<file path="config.mk">
export PLATFORM = sky130hd
export DESIGN_NAME = rs_drive_ctrl
export DESIGN_NICKNAME = d
export VERILOG_FILES = /design/src/rtl/rs_drive_ctrl.sv
export SDC_FILE = /design/constraint.sdc
export NUM_CORES = 1
export LEC_CHECK = 0
export CORE_MARGIN = 1
export CORE_UTILIZATION = 35
export DETAILED_ROUTE_END_ITERATION = 8
export MAX_ROUTING_LAYER = met4
export SYNTH_ARGS = -nofsm -noshare
export SYNTH_HDL_FRONTEND = slang
export SYNTH_SLANG_ARGS = --single-unit
</file>
<file path="constraint.sdc">
create_clock -name clk -period 2.7 [get_ports clk]
set_input_delay 0.54 -clock clk [delete_from_list [all_inputs] [get_ports clk]]
set_output_delay 0.54 -clock clk [all_outputs]
set_load 0.02 [all_outputs]
</file>
<file path="src/rtl/rs_drive_ctrl.sv">
`default_nettype none
// ============================================================================
// Module   : rs_drive_ctrl
// Purpose  : Command sequencer for a clocked RS flop. It drives mutually
//            exclusive r/s pulses, then reads q_fb back and counts mismatches.
// Revision : 1.0  initial release
// ============================================================================
module rs_drive_ctrl #(
    parameter int PULSE_W = 2,
    parameter int SETTLE  = 1,
    parameter int CNT_W   = 8
) (
    input  logic             clk,
    input  logic             rst,
    input  logic             cmd_valid,
    input  logic             cmd_op,
    output logic             cmd_ready,
    output logic             r,
    output logic             s,
    input  logic             q_fb,
    output logic             done,
    output logic             err,
    input  logic             err_clr,
    output logic [CNT_W-1:0] err_cnt
);

    localparam int MAX_PHASE = (PULSE_W > SETTLE) ? PULSE_W : SETTLE;
    localparam int PH_W      = $clog2(MAX_PHASE) + 1;
    localparam logic [PH_W-1:0] DRIVE_LOAD  = PH_W'(PULSE_W - 1);
    localparam logic [PH_W-1:0] SETTLE_LOAD = PH_W'(SETTLE - 1);

    typedef enum logic [1:0] {
        ST_IDLE   = 2'd0,
        ST_DRIVE  = 2'd1,
        ST_SETTLE = 2'd2,
        ST_CHECK  = 2'd3
    } state_t;

    state_t          state;
    logic            op_q;
    logic [PH_W-1:0] phase_cnt;
    logic            mismatch;

    assign mismatch = (q_fb != op_q);

    // r and s are only ever loaded as complements or both cleared, so the
    // forbidden r=s=1 combination cannot be produced.
    always_ff @(posedge clk) begin
        if (rst) begin
            state     <= ST_IDLE;
            op_q      <= 1'b0;
            phase_cnt <= '0;
            cmd_ready <= 1'b1;
            r         <= 1'b0;
            s         <= 1'b0;
            done      <= 1'b0;
            err       <= 1'b0;
            err_cnt   <= '0;
        end else begin
            case (state)
                ST_IDLE: begin
                    if (cmd_valid) begin
                        state     <= ST_DRIVE;
                        op_q      <= cmd_op;
                        phase_cnt <= DRIVE_LOAD;
                        cmd_ready <= 1'b0;
                        s         <= cmd_op;
                        r         <= ~cmd_op;
                    end
                end
                ST_DRIVE: begin
                    if (phase_cnt == '0) begin
                        state     <= ST_SETTLE;
                        phase_cnt <= SETTLE_LOAD;
                        r         <= 1'b0;
                        s         <= 1'b0;
                    end else begin
                        phase_cnt <= phase_cnt - 1'b1;
                    end
                end
                ST_SETTLE: begin
                    if (phase_cnt == '0) begin
                        state <= ST_CHECK;
                        done  <= 1'b1;
                    end else begin
                        phase_cnt <= phase_cnt - 1'b1;
                    end
                end
                default: begin
                    state     <= ST_IDLE;
                    done      <= 1'b0;
                    cmd_ready <= 1'b1;
                end
            endcase

            // A mismatch detected in CHECK takes priority over a clear request.
            if ((state == ST_CHECK) && mismatch) begin
                err <= 1'b1;
                if (err_cnt != {CNT_W{1'b1}}) begin
                    err_cnt <= err_cnt + 1'b1;
                end
            end else if (err_clr) begin
                err <= 1'b0;
            end
        end
    end

endmodule
`default_nettype wire

</file>
==> impl_metrics.env, run 1 <==
export IMPL_outcome="finished clean"
export IMPL_tns_ns=0
export IMPL_core_rowCount=19
export IMPL_finalSetupViolCount=0
export IMPL_fmax_mhz=520
export IMPL_ctsResizeCount=0
export IMPL_dieWidth_microns=56.3
export IMPL_area_growth_syn_to_layout_pct=24.2
export IMPL_drive_gt1_share_pct=9.42
export IMPL_start_util_pct=37.1
export IMPL_wl_microns=2050
export IMPL_worstPathArrival_ns=1.38
export IMPL_holdPathEnd="cmd_ready"
export IMPL_syn_num_nets=135
export IMPL_drt_iter0_drc=21
export IMPL_ys_async_sr_fraction_pct=0
export IMPL_slew_headroom_pct=66.9
export IMPL_cts_buffer_depth=2
export IMPL_dp_hpwl_microns=1580
export IMPL_antenna_found_initial=0
export IMPL_synth_edf_count=0
export IMPL_fin_crit_sh_pct=71.2
export IMPL_cts_tree="yes"
export IMPL_postCtsSetupRepairBufs=0
export IMPL_fin_nets=156
export IMPL_finClkSkew_ns=0.00297
export IMPL_nFillCells=273
export IMPL_hold_path_class="register to register"
export IMPL_hp_start="cmd_ready"
export IMPL_syn_area_sq_mm=0.00103
export IMPL_cts_root_buffer="clkbuf_4"
export IMPL_dieArea_sq_mm=0.00317
export IMPL_cap_violations=0
export IMPL_slowest_stage="clkdlybuf4s50_1"
export IMPL_io_buffer_count=18
export IMPL_crit_path_cell_trace="clkdlybuf4s50_1"
export IMPL_yosysWarnings=0
export IMPL_worst_pin_slew_ns=0.494
export IMPL_grt_ovfl_total=0
export IMPL_grt_start_max_net_pins=13
export IMPL_vias=882
export IMPL_grt_pass1_wl_microns=3540
export IMPL_path_clk_slew_ns=0.10
export IMPL_max_stage_delay_ns=0.64
export IMPL_end_kind="output port"
export IMPL_cpLargestDelayFamily="buffers and inverters"
export IMPL_maxSlewViolCount=0
export IMPL_ys_flop_type="dfxtp_1"
export IMPL_setup_worst_path_class="register to output port"
export IMPL_routedWlPerCell_microns=12.1
export IMPL_drtPass1Iterations=4
export IMPL_r2r_start="state[1]"
export IMPL_syn_avg_cell_area_sq_um=8.75
export IMPL_clock_latency_ns=0.29
export IMPL_coreArea_sq_mm=0.00278
export IMPL_worstRegToRegCells=5
export IMPL_yosysSeqAreaShare_pct=34.9
export IMPL_dieHeight_microns=56.3
export IMPL_worstPathRequired_ns=2.16
export IMPL_grt_use_total_pct=14.7
export IMPL_postCtsHoldBufs=0
export IMPL_n_antenna_cell=0
export IMPL_finalHoldViolCount=0
export IMPL_crit_buf_inv=1
export IMPL_irDropWorstVdd_v=0.000413
export IMPL_cts_max_level=1
export IMPL_reg2reg_setup_slack_ns=1.00
export IMPL_drtAntennaViolNets=0
export IMPL_hold_slack_ns=0.467
export IMPL_drc=0
export IMPL_path_max_fanout=8
export IMPL_r2r_end="err_cnt[3]"
export IMPL_min_path_cells=2
export IMPL_routabilityCongestion=0.827
export IMPL_cts_buffers=3
export IMPL_clock_sinks=18
export IMPL_p_leak_nw=0.525
export IMPL_synth_cells=118
export IMPL_layout_common_cells="18 x dfxtp_1, 18 x clkdlybuf4s50_1, 16 x nor2_1, 11 x ha_1"
export IMPL_p_per_area_mw_per_mm2=735
export IMPL_synth_cell_types=33
export IMPL_ioPinCount=19
export IMPL_grt_pass1_vias=835
export IMPL_avgViaCountPerCell=5.22
export IMPL_rsz0062_at_grt="false"
export IMPL_ys_ff_latch=18
export IMPL_cp_start_kind="register"
export IMPL_min_period_ns=1.92
==> worst max-delay path by stage <==
stage	endpoint	depth (start not counted)	from
6_report	err_cnt[2]	1	err_cnt[2]
5_1_grt	err_cnt[2]	1	err_cnt[2]
4_1_cts	err_cnt[3]	1	err_cnt[3]
3_5_place_dp	err_cnt[3]	5	q_fb
3_3_place_gp	err_cnt[6]	5	q_fb
2_1_floorplan	err_cnt[3]	6	state[0]
==> registers in the layout (all words and copies together) (netlist names) <==
register and count:
state 2, err 1, r 1, cmd_ready 1, s 1, done 1, err_cnt 8, phase_cnt 2
op_q 1
==> final cells by class <==
| type | count | area (sq um) | area share [%] |
|---|---|---|---|
| Timing Repair Buffer | 19 | 188 | 14.6 |
| Tap cell | 31 | 38.8 | 3.02 |
| Clock buffer | 4 | 36.3 | 2.83 |
| Multi-Input combinational cell | 88 | 626 | 48.8 |
| Sequential cell | 18 | 360 | 28.1 |
| Inverter | 9 | 33.8 | 2.63 |
==> cells in the mapped netlist, types with 3 or more instances <==
| master | count | area, sq um |
|---|---|---|
| inv_1 | 9 | 33.8 |
| a21oi_1 | 9 | 45.0 |
| mux2i_1 | 5 | 50.1 |
| ha_1 | 11 | 138 |
| nor2_1 | 16 | 60.1 |
| and3_1 | 3 | 18.8 |
| dfxtp_1 | 18 | 360 |
| a211oi_1 | 5 | 37.5 |
| o21ai_0 | 4 | 20.0 |
| a31oi_1 | 3 | 18.8 |
| nand2_1 | 8 | 30.0 |
==> power breakdown <==
| part | internal, mW | total (mW) | switching [mW] | leakage [nW] |
|---|---|---|---|---|
| Combinational | 0.186 | 0.433 | 0.246 | 0.358 |
| Clock | 0.0820 | 0.163 | 0.0810 | 0.0210 |
| Sequential | 0.310 | 0.347 | 0.0376 | 0.146 |
| Total | 0.578 | 0.943 | 0.365 | 0.525 |
==> cell families (layout without fill, tap and decap cells) <==
family	after synthesis	in the layout	synth area share (%)
XOR/XNOR	4	4	4.12
flip-flops	18	18	34.9
AND/OR/NAND/NOR	39	39	18.9
adder cells (fa/ha/maj)	11	11	13.3
buffers and inverters	12	32	4.48
AO/OA/AOI/OAI	28	28	17.9
multiplexers	6	6	6.30
==> layer usage <==
layer | track usage (%) | wire length [microns] | vias up
met3 | 2.07 | 71 | 2
met5 | - | 0 | -
met2 | 23.8 | 992 | 16
met4 | 6.97 | 12 | 0
li1 | - | - | 448
met1 | 18.0 | 971 | 416
==> through the flow <==
stage                     cells  power [mW]  util, %  area [sq um]  setup WS, ns
after CTS                   169       0.959     46.1          1280         0.755
after global placement      165       0.780     44.8          1250         0.783
after detailed placement    165       0.788     44.8          1250         0.774
after global routing        169        1.02     46.1          1280         0.682
final                       169       0.943     46.1          1280         0.778
after floorplan             118       0.671        -          1030          1.20
Power figures use the tool's default switching activity.
==> inputs of run 2 (changes only) <==
- clock period: 2.7 -> 1.7 ns (I/O delays scaled with it)
==> impl_metrics.env, run 2 (synthesis gave the netlist of run 1 again) <==
export IMPL_outcome="finished clean"
export IMPL_reg2reg_setup_slack_ns=0.13
export IMPL_r2r_start="state[1]"
export IMPL_coreArea_sq_mm=0.00278
export IMPL_setup_ws_ns=0.0992
export IMPL_antenna_found_initial=0
export IMPL_max_stage_delay_ns=0.61
export IMPL_crit_path_cell_trace="clkdlybuf4s50_1"
export IMPL_p_per_area_mw_per_mm2=1170
export IMPL_cpLargestDelayFamily="buffers and inverters"
export IMPL_hold_path_class="register to register"
export IMPL_finalSetupViolCount=0
export IMPL_grt_start_max_net_pins=11
export IMPL_grt_use_total_pct=14.6
export IMPL_crit_buf_inv=1
export IMPL_path_clk_slew_ns=0.10
export IMPL_drtAntennaViolNets=0
export IMPL_worst_pin_slew_ns=0.316
export IMPL_drc=0
export IMPL_power_mw=1.57
export IMPL_largestRegisters="err_cnt x8, phase_cnt x2, state x2"
export IMPL_largest_register="err_cnt"
export IMPL_vias=911
export IMPL_routedWlPerCell_microns=12.4
export IMPL_drt_iter0_drc=20
export IMPL_cp_start_kind="register"
export IMPL_cts_root_buffer="clkbuf_4"
export IMPL_irDropWorstVdd_v=0.000750
export IMPL_slew_headroom_pct=78.9
export IMPL_final_common_cell="dfxtp_1"
export IMPL_postCtsSetupRepairBufs=0
export IMPL_min_path_cells=2
export IMPL_start_util_pct=37.1
export IMPL_worstRegToRegCells=6
export IMPL_drive_gt1_share_pct=13.8
export IMPL_fin_crit_sh_pct=94.2
export IMPL_finalHoldViolCount=0
export IMPL_largest_reg_flops=8
export IMPL_cts_buffers=3
export IMPL_place_area_sq_mm=0.00130
export IMPL_layout_common_cells="18 x dfxtp_1, 16 x nor2_1, 11 x ha_1, 10 x clkdlybuf4s50_1"
export IMPL_cts_buffer_depth=2
export IMPL_dp_hpwl_microns=1670
export IMPL_rsz0062_at_grt="false"
export IMPL_dieArea_sq_mm=0.00317
export IMPL_dieHeight_microns=56.3
export IMPL_area_growth_syn_to_layout_pct=29.5
export IMPL_setup_worst_path_class="register to output port"
export IMPL_avgViaCountPerCell=5.18
export IMPL_hp_start="cmd_ready"
export IMPL_fin_nets=163
export IMPL_grt_pass1_vias=848
export IMPL_final_cells=176
export IMPL_ioPinCount=19
export IMPL_wl_microns=2180
export IMPL_holdPathEnd="cmd_ready"
export IMPL_path_max_fanout=3
export IMPL_worstPathRequired_ns=1.36
export IMPL_place_inst=172
export IMPL_min_period_ns=1.60
export IMPL_p_leak_nw=0.639
export IMPL_slowest_stage="clkdlybuf4s50_1"
export IMPL_end_kind="output port"
export IMPL_clock_sinks=18
export IMPL_io_buffer_count=18
export IMPL_cap_violations=0
export IMPL_drtPass1Iterations=4
export IMPL_finClkSkew_ns=0.00397
export IMPL_worstPathArrival_ns=1.26
export IMPL_dieWidth_microns=56.3
export IMPL_n_antenna_cell=0
export IMPL_grt_pass1_wl_microns=3530
export IMPL_cts_tree="yes"
export IMPL_postLayoutCellArea_sq_mm=0.00134
export IMPL_cts_max_level=1
export IMPL_place_ws_ns=-0.0111
export IMPL_clock_latency_ns=0.29
export IMPL_r2r_end="state[0]"
export IMPL_grt_ovfl_total=0
export IMPL_maxSlewViolCount=0
export IMPL_nFillCells=268
export IMPL_multiInputGateArea_sq_um=626
export IMPL_core_rowCount=19
export IMPL_routabilityCongestion=0.863
export IMPL_fmax_mhz=625
export IMPL_seq_area_sq_um=360
export IMPL_hold_slack_ns=0.471
==> run 2: changes by cell type in the layout (fill, tap and decap cells not counted), sizes merged <==
cell,before,now
clkdlybuf4s50,18,10
buf,1,8
dlygate4sd2,0,5
dlymetal6s2s,0,3
==> run 2: timing repair <==
action                                  CTS  global route
hold buffers                              0             0
endpoints found under the setup margin    5             3
gates resized for setup                   5             3
==> run 2: worst reg2reg max path, delay by kind of cell, from the launching register on <==
kind                     cells  cell delay (ns)
flip-flops                   1             0.43
AO/OA/AOI/OAI                2             0.21
buffers and inverters        1             0.13
adder cells (fa/ha/maj)      1             0.26
AND/OR/NAND/NOR              2             0.50
==> run 2: how the worst max path moves through the flow <==
stage / start / endpoint / slack (ns) / cells after the start
after floorplan: state[0] / err_cnt[3] / 0.20 / 6
after global placement: q_fb / err_cnt[3] / 0.02 / 5
after detailed placement: q_fb / err_cnt[3] / -0.01 / 5
after CTS: err_cnt[0] / err_cnt[0] / 0.02 / 1
after global routing: state[0] / phase_cnt[0] / 0.003 / 6
final: s / s / 0.1 / 1
==> run 2: final cells by class <==
type	instances	area share [%]
Multi-Input combinational cell	88	46.8
Sequential cell	18	27.0
Timing Repair Buffer	26	18.1
Tap cell	31	2.90
Clock buffer	4	2.72
Inverter	9	2.53
==> run 2: through the flow <==
stage | setup TNS (ns) | utilization, %
final | 0 | 48.0
after global routing | 0 | 48.0
after CTS | 0 | 47.8
after detailed placement | -0.0158 | 46.7
after global placement | 0 | 46.7
after floorplan | 0 | -
==> run 2: layer usage <==
metal / part of all wire [%] / global-route usage [%]
met5: 0 / -
met4: 0.41 / 5.23
met3: 3.6 / 2.30
met2: 47 / 24.8
met1: 48 / 17.5
==> run 2: power by group <==
| group | internal [mW] | switching (mW) |
|---|---|---|
| logic | 0.342 | 0.409 |
| registers | 0.492 | 0.0604 |
| clock network | 0.130 | 0.132 |
| total | 0.964 | 0.601 |
==> inputs of run 3 (changes only) <==
- CAP_MARGIN: unset -> 40
- CORE_MARGIN: 1 -> 3
==> impl_metrics.env, run 3 (synthesis gave the netlist of run 1 again) <==
export IMPL_fin_util_pct=47.4
export IMPL_critical_path_endpoint="err_cnt[2]"
export IMPL_clock_sinks=18
export IMPL_end_kind="output port"
export IMPL_grt_pass1_vias=870
export IMPL_drtAntennaViolNets=0
export IMPL_worstRegToRegCells=6
export IMPL_cts_buffer_depth=2
export IMPL_rsz0062_at_grt="false"
export IMPL_crit_buf_inv=1
export IMPL_irDropWorstVdd_v=0.000681
export IMPL_cap_violations=0
export IMPL_dieHeight_microns=60.3
export IMPL_cts_buffers=3
export IMPL_crit_path_cell_trace="clkdlybuf4s50_1"
export IMPL_core_rowCount=19
export IMPL_cts_root_buffer="clkbuf_4"
export IMPL_clock_latency_ns=0.29
export IMPL_grt_use_total_pct=13.9
export IMPL_worstPathRequired_ns=1.36
export IMPL_largest_register="err_cnt"
export IMPL_worst_pin_slew_ns=0.280
export IMPL_dp_hpwl_microns=1700
export IMPL_finalHoldViolCount=0
export IMPL_p_leak_nw=0.624
export IMPL_ioPinCount=19
export IMPL_postCtsSetupRepairBufs=0
export IMPL_dieArea_sq_mm=0.00364
export IMPL_final_cells=174
export IMPL_fin_crit_sh_pct=95.3
export IMPL_io_buffer_count=18
export IMPL_r2r_start="state[1]"
export IMPL_vias=918
export IMPL_max_stage_delay_ns=0.62
export IMPL_path_max_fanout=3
export IMPL_grt_start_max_net_pins=10
export IMPL_postCtsHoldBufs=0
export IMPL_start_util_pct=37.1
export IMPL_n_antenna_cell=0
export IMPL_fmax_mhz=617
export IMPL_drive_gt1_share_pct=14.0
export IMPL_min_period_ns=1.62
export IMPL_dieWidth_microns=60.3
export IMPL_slew_headroom_pct=81.3
export IMPL_slowest_stage="clkdlybuf4s50_1"
export IMPL_avgViaCountPerCell=5.28
export IMPL_largest_reg_flops=8
export IMPL_postLayoutCellArea_sq_mm=0.00132
export IMPL_power_mw=1.51
export IMPL_reg2reg_setup_slack_ns=0.18
export IMPL_area_growth_syn_to_layout_pct=27.8
export IMPL_critPathLaunch="err_cnt[2]"
export IMPL_routabilityCongestion=0.842
export IMPL_finalSetupViolCount=0
export IMPL_finClkSkew_ns=0.00301
export IMPL_antenna_found_initial=0
export IMPL_drt_iter0_drc=29
export IMPL_cp_start_kind="register"
export IMPL_drc=0
export IMPL_cpLargestDelayFamily="buffers and inverters"
export IMPL_setup_ws_ns=0.0801
export IMPL_fin_nets=162
export IMPL_min_path_cells=2
export IMPL_cts_tree="yes"
export IMPL_p_per_area_mw_per_mm2=1140
export IMPL_place_ws_ns=-0.0229
export IMPL_grt_ovfl_total=0
export IMPL_setup_worst_path_class="register to output port"
export IMPL_path_clk_slew_ns=0.10
export IMPL_outcome="finished clean"
export IMPL_place_area_sq_mm=0.00129
export IMPL_cp_depth=1
export IMPL_worstPathArrival_ns=1.28
export IMPL_cts_max_level=1
export IMPL_maxSlewViolCount=0
export IMPL_routedWlPerCell_microns=12.8
export IMPL_wl_microns=2230
export IMPL_grt_pass1_wl_microns=3750
export IMPL_place_inst=171
export IMPL_layout_common_cells="16 x nor2_1, 16 x dfxtp_1, 11 x ha_1, 11 x clkdlybuf4s50_1"
export IMPL_hold_path_class="register to register"
export IMPL_coreArea_sq_mm=0.00278
export IMPL_drtPass1Iterations=4
export IMPL_r2r_end="state[0]"
export IMPL_largestRegisters="err_cnt x8, phase_cnt x2, state x2"
-- run 3: routing by layer --
layer / up-vias / wire length, microns / GRT usage, %
li1: 465 / - / -
met1: 417 / 1050 / 16.8
met2: 30 / 1030 / 23.5
met3: 6 / 129 / 4.75
met4: 0 / 23 / 0.949
met5: - / 0 / -
-- run 3: area by class of cell --
class,instances,area [sq um]
Clock buffer,3,22.5
Fill cell,286,1460
Inverter,9,33.8
Multi-Input combinational cell,88,626
Sequential cell,18,363
Tap cell,31,38.8
Timing Repair Buffer,25,235
-- run 3: worst min path at each step --
stage	slack, ns	endpoint	startpoint
final	0.47	cmd_ready	cmd_ready
after global routing	0.51	err	err
after CTS	0.48	cmd_ready	cmd_ready
after detailed placement	0.46	cmd_ready	cmd_ready
after global placement	0.45	cmd_ready	cmd_ready
after floorplan	0.47	phase_cnt[1]	phase_cnt[1]
-- run 3: where the power goes --
part / internal (mW) / switching (mW)
registers: 0.497 / 0.0613
logic: 0.326 / 0.408
clock network: 0.0824 / 0.133
-- run 3: what timing repair did --
action                     in CTS  in global routing
hold endpoints to repair        0                  0
resized for setup               4                  5
setup endpoints to repair       4                  5
-- run 3: per-stage QoR --
step	hold WS [ns]	setup TNS, ns
after CTS	0.480	0
after global routing	0.510	0
after floorplan	0.469	0
after detailed placement	0.464	-0.0478
final	0.470	0
after global placement	0.453	0
